`src/rtl/fixed_point_mul_pipe_pkg.sv`:
```
// Shared types and Q-format helpers for the fixed-point multiply pipeline.
package fixed_point_pkg;

  // Rounding applied when the 2*WIDTH product is rescaled back to WIDTH bits.
  typedef enum logic {
    RND_TRUNC   = 1'b0,
    RND_HALF_UP = 1'b1
  } round_mode_e;

  // Largest representable signed value of a WIDTH-bit word.
  function automatic longint q_max(input int width);
    return (64'sd1 <<< (width - 1)) - 64'sd1;
  endfunction

  // Smallest representable signed value of a WIDTH-bit word.
  function automatic longint q_min(input int width);
    return -(64'sd1 <<< (width - 1));
  endfunction

endpackage

```
`src/rtl/fixed_point_mul_pipe_if.sv`:
```
// Beat-level bus of the multiplier: packed lane operands, handshake and results.
interface fixed_point_mul_pipe_if #(
  parameter int WIDTH = 8,
  parameter int LANES = 4
);
  import fixed_point_pkg::*;

  logic [LANES*WIDTH-1:0] VALUE_A_IN;
  logic [LANES*WIDTH-1:0] VALUE_B_IN;
  round_mode_e            ROUND_MODE_IN;
  logic                   VALID_IN;
  logic                   READY_OUT;
  logic [LANES*WIDTH-1:0] VALUE_OUT;
  logic [LANES-1:0]       OVERFLOW_OUT;
  logic                   VALID_OUT;
  logic                   READY_IN;

  // Multiplier side.
  modport slave (
    input  VALUE_A_IN, VALUE_B_IN, ROUND_MODE_IN, VALID_IN, READY_IN,
    output READY_OUT, VALUE_OUT, OVERFLOW_OUT, VALID_OUT
  );

  // Producer/consumer side.
  modport master (
    output VALUE_A_IN, VALUE_B_IN, ROUND_MODE_IN, VALID_IN, READY_IN,
    input  READY_OUT, VALUE_OUT, OVERFLOW_OUT, VALID_OUT
  );

endinterface

```
`src/rtl/fixed_point_mul_pipe_round_sat.sv`:
```
// One lane of stage 2: rescale the product, range check, then clamp or wrap.
module fixed_point_round_sat
  import fixed_point_pkg::*;
#(
  parameter int WIDTH     = 8,
  parameter int FRAC_BITS = 3,
  parameter int SATURATE  = 1
) (
  input  logic [2*WIDTH-1:0] prod_i,
  input  round_mode_e        mode_i,
  output logic [WIDTH-1:0]   value_o,
  output logic               ovf_o
);

  // One guard bit above the product so the rounding add can never overflow.
  localparam int EXT_W = 2 * WIDTH + 1;
  localparam logic signed [EXT_W-1:0] MAX_EXT  = EXT_W'(q_max(WIDTH));
  localparam logic signed [EXT_W-1:0] MIN_EXT  = EXT_W'(q_min(WIDTH));
  localparam logic signed [EXT_W-1:0] HALF_EXT = EXT_W'(64'sd1 <<< (FRAC_BITS - 1));

  logic signed [EXT_W-1:0] sum_s;
  logic signed [EXT_W-1:0] res_s;

  // Rescale with optional half-up bias, then decide between in-range, clamp and wrap.
  always_comb begin
    sum_s   = '0;
    res_s   = '0;
    ovf_o   = 1'b0;
    value_o = '0;
    if (mode_i == RND_HALF_UP) begin
      sum_s = $signed({prod_i[2*WIDTH-1], prod_i}) + HALF_EXT;
    end else begin
      sum_s = $signed({prod_i[2*WIDTH-1], prod_i});
    end
    res_s = sum_s >>> FRAC_BITS;
    ovf_o = (res_s > MAX_EXT) || (res_s < MIN_EXT);
    if (ovf_o && (SATURATE != 0)) begin
      if (res_s[EXT_W-1]) begin
        value_o = MIN_EXT[WIDTH-1:0];
      end else begin
        value_o = MAX_EXT[WIDTH-1:0];
      end
    end else begin
      value_o = res_s[WIDTH-1:0];
    end
  end

endmodule

```
`src/rtl/fixed_point_mul_pipe.sv`:
```
// Two-stage multi-lane signed fixed-point multiplier with valid/ready backpressure.
module fixed_point_mul_pipe
  import fixed_point_pkg::*;
#(
  parameter int WIDTH     = 8,
  parameter int FRAC_BITS = 3,
  parameter int LANES     = 4,
  parameter int SATURATE  = 1
) (
  input logic                    CLK,
  input logic                    RST,
  fixed_point_mul_pipe_if.slave  bus
);

  localparam int PW = 2 * WIDTH;

  logic                         adv_s;
  logic [LANES-1:0][PW-1:0]     prod_d;
  logic [LANES-1:0][PW-1:0]     prod_q;
  round_mode_e                  mode_q;
  logic                         valid1_q;
  logic [LANES-1:0][WIDTH-1:0]  value_d;
  logic [LANES-1:0][WIDTH-1:0]  value_q;
  logic [LANES-1:0]             ovf_d;
  logic [LANES-1:0]             ovf_q;
  logic                         valid2_q;

  // The whole pipe moves in lockstep; it only freezes when a held result is refused.
  assign adv_s            = !valid2_q || bus.READY_IN;
  assign bus.READY_OUT    = adv_s;
  assign bus.VALUE_OUT    = value_q;
  assign bus.OVERFLOW_OUT = ovf_q;
  assign bus.VALID_OUT    = valid2_q;

  for (genvar i = 0; i < LANES; i++) begin : g_lane
    logic [PW-1:0] a_ext_s;
    logic [PW-1:0] b_ext_s;

    // Sign-extend to full product width; the low PW bits of the product are then exact.
    assign a_ext_s   = {{WIDTH{bus.VALUE_A_IN[i*WIDTH+WIDTH-1]}}, bus.VALUE_A_IN[i*WIDTH +: WIDTH]};
    assign b_ext_s   = {{WIDTH{bus.VALUE_B_IN[i*WIDTH+WIDTH-1]}}, bus.VALUE_B_IN[i*WIDTH +: WIDTH]};
    assign prod_d[i] = a_ext_s * b_ext_s;

    fixed_point_round_sat #(
      .WIDTH     (WIDTH),
      .FRAC_BITS (FRAC_BITS),
      .SATURATE  (SATURATE)
    ) u_round_sat (
      .prod_i  (prod_q[i]),
      .mode_i  (mode_q),
      .value_o (value_d[i]),
      .ovf_o   (ovf_d[i])
    );
  end

  // Stage 1: capture raw products with the beat's rounding mode and valid bit.
  always_ff @(posedge CLK or posedge RST) begin
    if (RST) begin
      prod_q   <= '0;
      mode_q   <= RND_TRUNC;
      valid1_q <= 1'b0;
    end else if (adv_s) begin
      prod_q   <= prod_d;
      mode_q   <= bus.ROUND_MODE_IN;
      valid1_q <= bus.VALID_IN;
    end
  end

  // Stage 2: capture rescaled results and flags; held steady while stalled.
  always_ff @(posedge CLK or posedge RST) begin
    if (RST) begin
      value_q  <= '0;
      ovf_q    <= '0;
      valid2_q <= 1'b0;
    end else if (adv_s) begin
      value_q  <= value_d;
      ovf_q    <= ovf_d;
      valid2_q <= valid1_q;
    end
  end

endmodule
```
`src/flat_wrapper.sv`:
```
// flat-port wrapper written by rule: the top's interface ports become plain ports
module fixed_point_mul_pipe_flat import fixed_point_pkg::*;
#(
  parameter int WIDTH     = 8,
  parameter int FRAC_BITS = 3,
  parameter int LANES     = 4,
  parameter int SATURATE  = 1
)
  (CLK, RST, bus_VALUE_A_IN, bus_VALUE_B_IN, bus_ROUND_MODE_IN, bus_VALID_IN, bus_READY_IN, bus_READY_OUT, bus_VALUE_OUT, bus_OVERFLOW_OUT, bus_VALID_OUT);
  fixed_point_mul_pipe_if #(.WIDTH(WIDTH), .LANES(LANES)) bus_i ();
  input logic CLK;
  input logic RST;
  input wire logic [$bits(bus_i.VALUE_A_IN)-1:0] bus_VALUE_A_IN;
  input wire logic [$bits(bus_i.VALUE_B_IN)-1:0] bus_VALUE_B_IN;
  input wire logic [$bits(bus_i.ROUND_MODE_IN)-1:0] bus_ROUND_MODE_IN;
  input wire logic [$bits(bus_i.VALID_IN)-1:0] bus_VALID_IN;
  input wire logic [$bits(bus_i.READY_IN)-1:0] bus_READY_IN;
  output wire logic [$bits(bus_i.READY_OUT)-1:0] bus_READY_OUT;
  output wire logic [$bits(bus_i.VALUE_OUT)-1:0] bus_VALUE_OUT;
  output wire logic [$bits(bus_i.OVERFLOW_OUT)-1:0] bus_OVERFLOW_OUT;
  output wire logic [$bits(bus_i.VALID_OUT)-1:0] bus_VALID_OUT;
  assign bus_i.VALUE_A_IN = bus_VALUE_A_IN;
  assign bus_i.VALUE_B_IN = bus_VALUE_B_IN;
  assign bus_i.ROUND_MODE_IN = bus_ROUND_MODE_IN;
  assign bus_i.VALID_IN = bus_VALID_IN;
  assign bus_i.READY_IN = bus_READY_IN;
  assign bus_READY_OUT = bus_i.READY_OUT;
  assign bus_VALUE_OUT = bus_i.VALUE_OUT;
  assign bus_OVERFLOW_OUT = bus_i.OVERFLOW_OUT;
  assign bus_VALID_OUT = bus_i.VALID_OUT;
  fixed_point_mul_pipe #(.WIDTH(WIDTH), .FRAC_BITS(FRAC_BITS), .LANES(LANES), .SATURATE(SATURATE)) u_core (.CLK(CLK), .RST(RST), .bus(bus_i));
endmodule
```
`config.mk`:
```
export PLATFORM = sky130hd
export DESIGN_NAME = fixed_point_mul_pipe_flat
export DESIGN_NICKNAME = d
export VERILOG_FILES = /design/src/rtl/fixed_point_mul_pipe_pkg.sv /design/src/rtl/fixed_point_mul_pipe_if.sv /design/src/rtl/fixed_point_mul_pipe_round_sat.sv /design/src/rtl/fixed_point_mul_pipe.sv /design/src/flat_wrapper.sv
export SDC_FILE = /design/constraint.sdc
export NUM_CORES = 1
export LEC_CHECK = 0
export ABC_CLOCK_PERIOD_IN_PS = 9900
export CAP_MARGIN = 20
export CORE_MARGIN = 8
export CORE_UTILIZATION = 65
export DETAILED_ROUTE_END_ITERATION = 8
export PLACE_DENSITY = 0.87
export SLEW_MARGIN = 10
export SYNTH_ARGS = -nofsm -noshare
export SYNTH_HDL_FRONTEND = slang
export SYNTH_HIERARCHICAL = 1
export SYNTH_SLANG_ARGS = --single-unit
```
`constraint.sdc`:
```
create_clock -name CLK -period 9.9 [get_ports CLK]
set_clock_uncertainty 0.15 [all_clocks]
set_input_delay 1.98 -clock CLK [delete_from_list [all_inputs] [get_ports CLK]]
set_output_delay 1.98 -clock CLK [all_outputs]
set_load 0.01 [all_outputs]
```
==> results.json, run 1 <==
{
  "status": "finished clean",
  "critPathMaxStageDelay_ns": 0.64,
  "tightest_slew_ns": 0.988,
  "first_iter_violations": 671,
  "drv_slew": 0,
  "port_buffers": 106,
  "syn_avg_cell_area_um2": 8.81,
  "initial_utilization_pct": 66.5,
  "cts_sinks": 95,
  "via_per_inst": 5.58,
  "maxCapViolCount": 0,
  "swShare_pct": 47.9,
  "p_leak_nw": 8.17,
  "wl_met2_um": 16100,
  "fin_crit_sh_pct": 67.6,
  "power.density_nw_per_um2": 241,
  "instances_no_fill": 2100,
  "met1_length_um": 13300,
  "cp_top_family": "adder cells",
  "antenna_left": 0,
  "timing.hold.ws_ns": 0.317,
  "period_minus_slack_ns": 6.70,
  "p_sw_w": 0.00194,
  "post_cts_resized": 0,
  "syn_area_um2": 15100,
  "synth_nets": 2122,
  "routed.top_layer": "met4",
  "grt_pass1_wl_um": 55700,
  "gr-total-overflow": 0,
  "tns_ns": 0,
  "hold_class": "reg2reg",
  "utilization_pct": 73.9,
  "crit_path_cell_trace": "clkdlybuf4s50_1, and2_1, fa_1, inv_1, fa_1, inv_1, fa_1, inv_1, fa_1, inv_1, ha_1, a21o_1, or3_1, o211ai_1, nor3b_1, o31ai_1",
  "die_area_um2": 28400,
  "critPathBufInv": 5,
  "avgRoutedWirePerCell_um": 14.8,
  "required_ns": 9.94,
  "path_clk_slew_ns": 0.06,
  "num_rows": 55,
  "cp_max_fo": 8,
  "cts_root_buf": "clkbuf_16",
  "peakVddDrop_uv": 133,
  "relSlewSlack_pct": 34.1,
  "slowest_stage": "fa_1",
  "syn_inst": 1713,
  "grt_pass1_vias": 12200,
  "place.gp.congestion": 0.883,
  "track_usage_pct": 23.1,
  "max_freq_mhz": 149,
  "via_count": 11700,
  "critPathLaunchType": "primary input",
  "p_comb_share_pct": 70.3,
  "die_y_um": 168,
  "core_um2": 22700,
  "drive_gt1_share_pct": 3.25,
  "pwr-share-seq_pct": 20.7,
  "fin_nets": 2219,
  "endpoint_kind": "flop",
  "area_delta_synth_final_pct": 11.1,
  "criticalPathCategory": "in2reg",
  "routed_wirelength_um": 31100,
  "io_pins": 107,
  "hold_buffers": 0,
  "hold_viol_final": 0,
  "antenna_found_initial": 0,
  "setup_viol": 0,
  "wl_met3_um": 1290,
  "cts_buffers": 9,
  "rsz0062_at_grt": "no",
  "cts_tree": "built",
  "clock_latency_ns": 0.34,
  "worstPathArrival_ns": 6.74,
  "post-cts-setup-buffers": 0,
  "fill_cells": 1676,
  "yosys_warnings": 6,
  "dieWidth_um": 168,
  "grt_max_degree": 101,
  "clockBufferDepth": 2,
  "dr.pass1.iters": 5,
  "pwr-share-clk_pct": 9.0,
  "route.detailed.drc": 0,
  "p_int_w": 0.00211,
  "hpwlAfterDp_um": 25600,
  "placed_cells": 2084,
  "n_antenna_cell": 0,
  "htreeDepth": 3
}
[path summary, 6_finish.rpt]
kind                                     startpoint                       end  slack (ns)  depth (start not counted)
min in group asynchronous                       RST   u_core/bus.VALUE_OUT[3]        1.90                          2
hold / removal             u_core/bus.VALUE_OUT[23]  u_core/bus.VALUE_OUT[23]        0.32                          2
max in group asynchronous                       RST  u_core/bus.VALUE_OUT[20]        6.68                          3
setup / recovery                  bus_VALUE_B_IN[3]         u_core/prod_q[14]        3.20                         16
setup reg to reg                      u_core/mode_q  u_core/bus.VALUE_OUT[10]        6.98                          8
hold reg to reg            u_core/bus.VALUE_OUT[23]  u_core/bus.VALUE_OUT[23]        0.32                          2
[power by group through the flow]
stage	clock network, W	registers [W]	logic, W
after CTS	0.000371	0.000833	0.00286
after global routing	0.000387	0.000868	0.00327
final	0.000365	0.000837	0.00284
after detailed placement	0	0.000838	0.00284
after floorplan	0	0.000802	0.00215
after global placement	0	0.000831	0.00273
[worst register-to-register path, stage by stage, from the launching register on]
cell     delay, ns
dfrtp_1       0.99
nand4_2       0.32
or4b_1        0.62
nand3_1       0.15
nand4_2       0.11
nand2_1       0.21
o21ai_1       0.10
nand2_1       0.09
nand2_1       0.06
[sequential cells by signal (all words and copies together), names as in the netlist]
| signal | cells |
|---|---|
| u_core/prod_q | 56 |
| u_core/bus.VALUE_OUT | 32 |
| u_core/mode_q | 1 |
| u_core/bus.VALID_OUT | 1 |
| u_core/valid1_q | 1 |
| u_core/bus.OVERFLOW_OUT | 4 |
[cell usage in the layout, fill, tap and decap left out, drive strengths merged, types with 39 or more instances in the layout]
master	instances
a21oi	49
and2	172
clkdlybuf4s50	106
dfrtp	95
fa	220
ha	120
inv	327
nand2	245
nor2	39
o21ai	77
xnor2	55
xor2	40
[per-stage QoR]
step | instance area, um^2 | setup WS, ns | total power (W)
2_1_floorplan | 15100 | 3.74 | 0.00296
3_3_place_gp | 16500 | 2.99 | 0.00356
3_5_place_dp | 16500 | 2.85 | 0.00368
4_1_cts | 16800 | 3.21 | 0.00407
5_1_grt | 16800 | 2.95 | 0.00453
6_report | 16800 | 3.20 | 0.00405
[routing by layer]
| layer | up-vias | global-route usage (%) |
|---|---|---|
| li1 | 5588 | - |
| met4 | 0 | 4.81 |
| met5 | - | 0 |
| met1 | 5807 | 29.9 |
| met3 | 44 | 2.81 |
| met2 | 272 | 41.0 |
[area by class of cell]
cell class                 instances  area [um^2]  share of cell area [%]
multi-input combinational       1269        11400                    68.1
sequential                        95         2380                    14.2
inverter                         326         1230                    7.31
timing repair buffer             109         1080                    6.46
tap                              285          357                    2.12
clock buffer                      12          267                    1.59
clock inverter                     4         51.3                   0.306
Note: power is estimated with default switching activity, not from simulation.
==> run 2: changes to the inputs <==
ABC_CLOCK_PERIOD_IN_PS = 6300   (was 9900)
CORE_UTILIZATION = 62   (was 65)
PLACE_DENSITY = 0.83   (was 0.87)
clock period = 6.3 ns   (was 9.9 ns; I/O delays follow)
==> results.json, run 2 (synthesis results as in run 1) <==
{
  "endpoint_kind": "flop",
  "drv_slew": 0,
  "avgRoutedWirePerCell_um": 14.8,
  "cts_root_buf": "clkbuf_16",
  "path_clk_slew_ns": 0.06,
  "cts_tree": "built",
  "maxCapViolCount": 0,
  "critPathLaunchType": "primary input",
  "htreeDepth": 3,
  "worstPathArrival_ns": 5.90,
  "first_iter_violations": 769,
  "hold_buffers": 0,
  "layout.cells.most_common": "inv_1",
  "cts_sinks": 95,
  "clock_latency_ns": 0.36,
  "critPathMaxStageDelay_ns": 0.61,
  "fill_cells": 1898,
  "pwr-share-clk_pct": 8.2,
  "place.gp.congestion": 0.881,
  "max_freq_mhz": 171,
  "core_um2": 24100,
  "post-cts-setup-buffers": 0,
  "num_rows": 57,
  "hold_class": "reg2reg",
  "slowest_stage": "fa_1",
  "swShare_pct": 48.1,
  "die_y_um": 172,
  "cts_buffers": 9,
  "antenna_left": 0,
  "rsz0062_at_grt": "no",
  "dr.pass1.iters": 5,
  "utilization_pct": 70.0,
  "port_buffers": 106,
  "tns_ns": 0,
  "clockBufferDepth": 2,
  "relSlewSlack_pct": 34.2,
  "status": "finished clean",
  "mostFrequentLayoutCells": "inv_1, nand2_1, fa_1",
  "p_leak_nw": 8.20,
  "required_ns": 6.35,
  "drive_gt1_share_pct": 3.62,
  "p_comb_share_pct": 70.9,
  "tightest_slew_ns": 0.987,
  "fin_crit_sh_pct": 92.8,
  "peakVddDrop_uv": 222,
  "p_int_w": 0.00327,
  "p_sw_w": 0.00304,
  "setup_viol": 0,
  "io_pins": 107,
  "via_count": 11700,
  "antenna_found_initial": 0,
  "initial_utilization_pct": 62.6,
  "critPathBufInv": 5,
  "routed_wirelength_um": 31800,
  "cp_max_fo": 8,
  "die_area_um2": 29600,
  "via_per_inst": 5.46,
  "grt_pass1_wl_um": 56500,
  "crit_path_cell_trace": "clkdlybuf4s50_1, and2_1, fa_1, inv_1, fa_1, inv_1, fa_1, inv_1, fa_1, inv_1, ha_1, a21o_1, or3_1, o211ai_1, nor3b_1, o31ai_1",
  "period_minus_slack_ns": 5.85,
  "cp_top_family": "adder cells",
  "grt_max_degree": 100,
  "power.density_nw_per_um2": 374,
  "fin_nets": 2229,
  "dieWidth_um": 172,
  "track_usage_pct": 23.0,
  "post_cts_resized": 0,
  "criticalPathCategory": "in2reg",
  "hpwlAfterDp_um": 25900,
  "grt_pass1_vias": 12500,
  "hold_viol_final": 0,
  "gr-total-overflow": 0,
  "n_antenna_cell": 0,
  "top_register": "u_core/prod_q",
  "area_delta_synth_final_pct": 11.8,
  "route.detailed.drc": 0,
  "pwr-share-seq_pct": 20.8,
  "largest_reg_flops": 56
}
==> run 2: layer usage <==
layer	track usage (%)	up-vias	routed length (um)
li1	-	5608	-
met1	29.6	5841	13500
met2	40.9	246	16500
met3	3.24	35	1410
met4	4.50	0	378
met5	0	-	0
==> run 2: path summary, 6_finish.rpt <==
check | startpoint | cells past startpoint | endpoint | slack (ns)
min in group asynchronous | RST | 2 | u_core/bus.VALUE_OUT[6] | 1.13
hold reg to reg | u_core/valid1_q | 1 | u_core/bus.VALID_OUT | 0.31
setup reg to reg | u_core/mode_q | 8 | u_core/bus.VALUE_OUT[10] | 3.43
setup / recovery | bus_VALUE_A_IN[7] | 16 | u_core/prod_q[14] | 0.45
max in group asynchronous | RST | 4 | u_core/prod_q[11] | 3.78
hold / removal | u_core/valid1_q | 1 | u_core/bus.VALID_OUT | 0.31
==> run 2: power groups by stage <==
stage / Sequential (W) / Clock (W) / Combinational, W
after floorplan: 0.00126 / 0 / 0.00338
after global placement: 0.00130 / 0 / 0.00429
after detailed placement: 0.00132 / 0 / 0.00448
after CTS: 0.00131 / 0.000528 / 0.00450
after global routing: 0.00136 / 0.000556 / 0.00515
final: 0.00132 / 0.000518 / 0.00448
==> run 2: stage by stage <==
step	hold slack [ns]	worst slack, ns	std cells	cell area, um^2	power [W]
floorplan	0.280	0.860	1713	15100	0.00464
global placement	0.290	0.177	2132	16600	0.00560
detailed placement	0.303	0.0881	2132	16600	0.00580
CTS	0.317	0.430	2148	16900	0.00634
global route	0.340	0.130	2149	16900	0.00707
finish	0.314	0.451	2149	16900	0.00631
==> run 2: layout make-up <==
class	count	area (um^2)	share of cell area, %
sequential	95	2380	14.1
multi-input combinational	1269	11400	67.7
tap	324	405	2.40
inverter	326	1220	7.26
clock inverter	2	15.0	0.0890
clock buffer	14	264	1.56
timing repair buffer	119	1170	6.94
==> run 2: worst reg2reg max path: stages, from the launching register on <==
cell     delay [ns]
dfrtp_1        0.97
nand4_2        0.33
or4b_1         0.59
nand3_1        0.12
nand4_2        0.11
nand2_1        0.21
o21ai_1        0.11
nand2_1        0.09
nand2_1        0.08
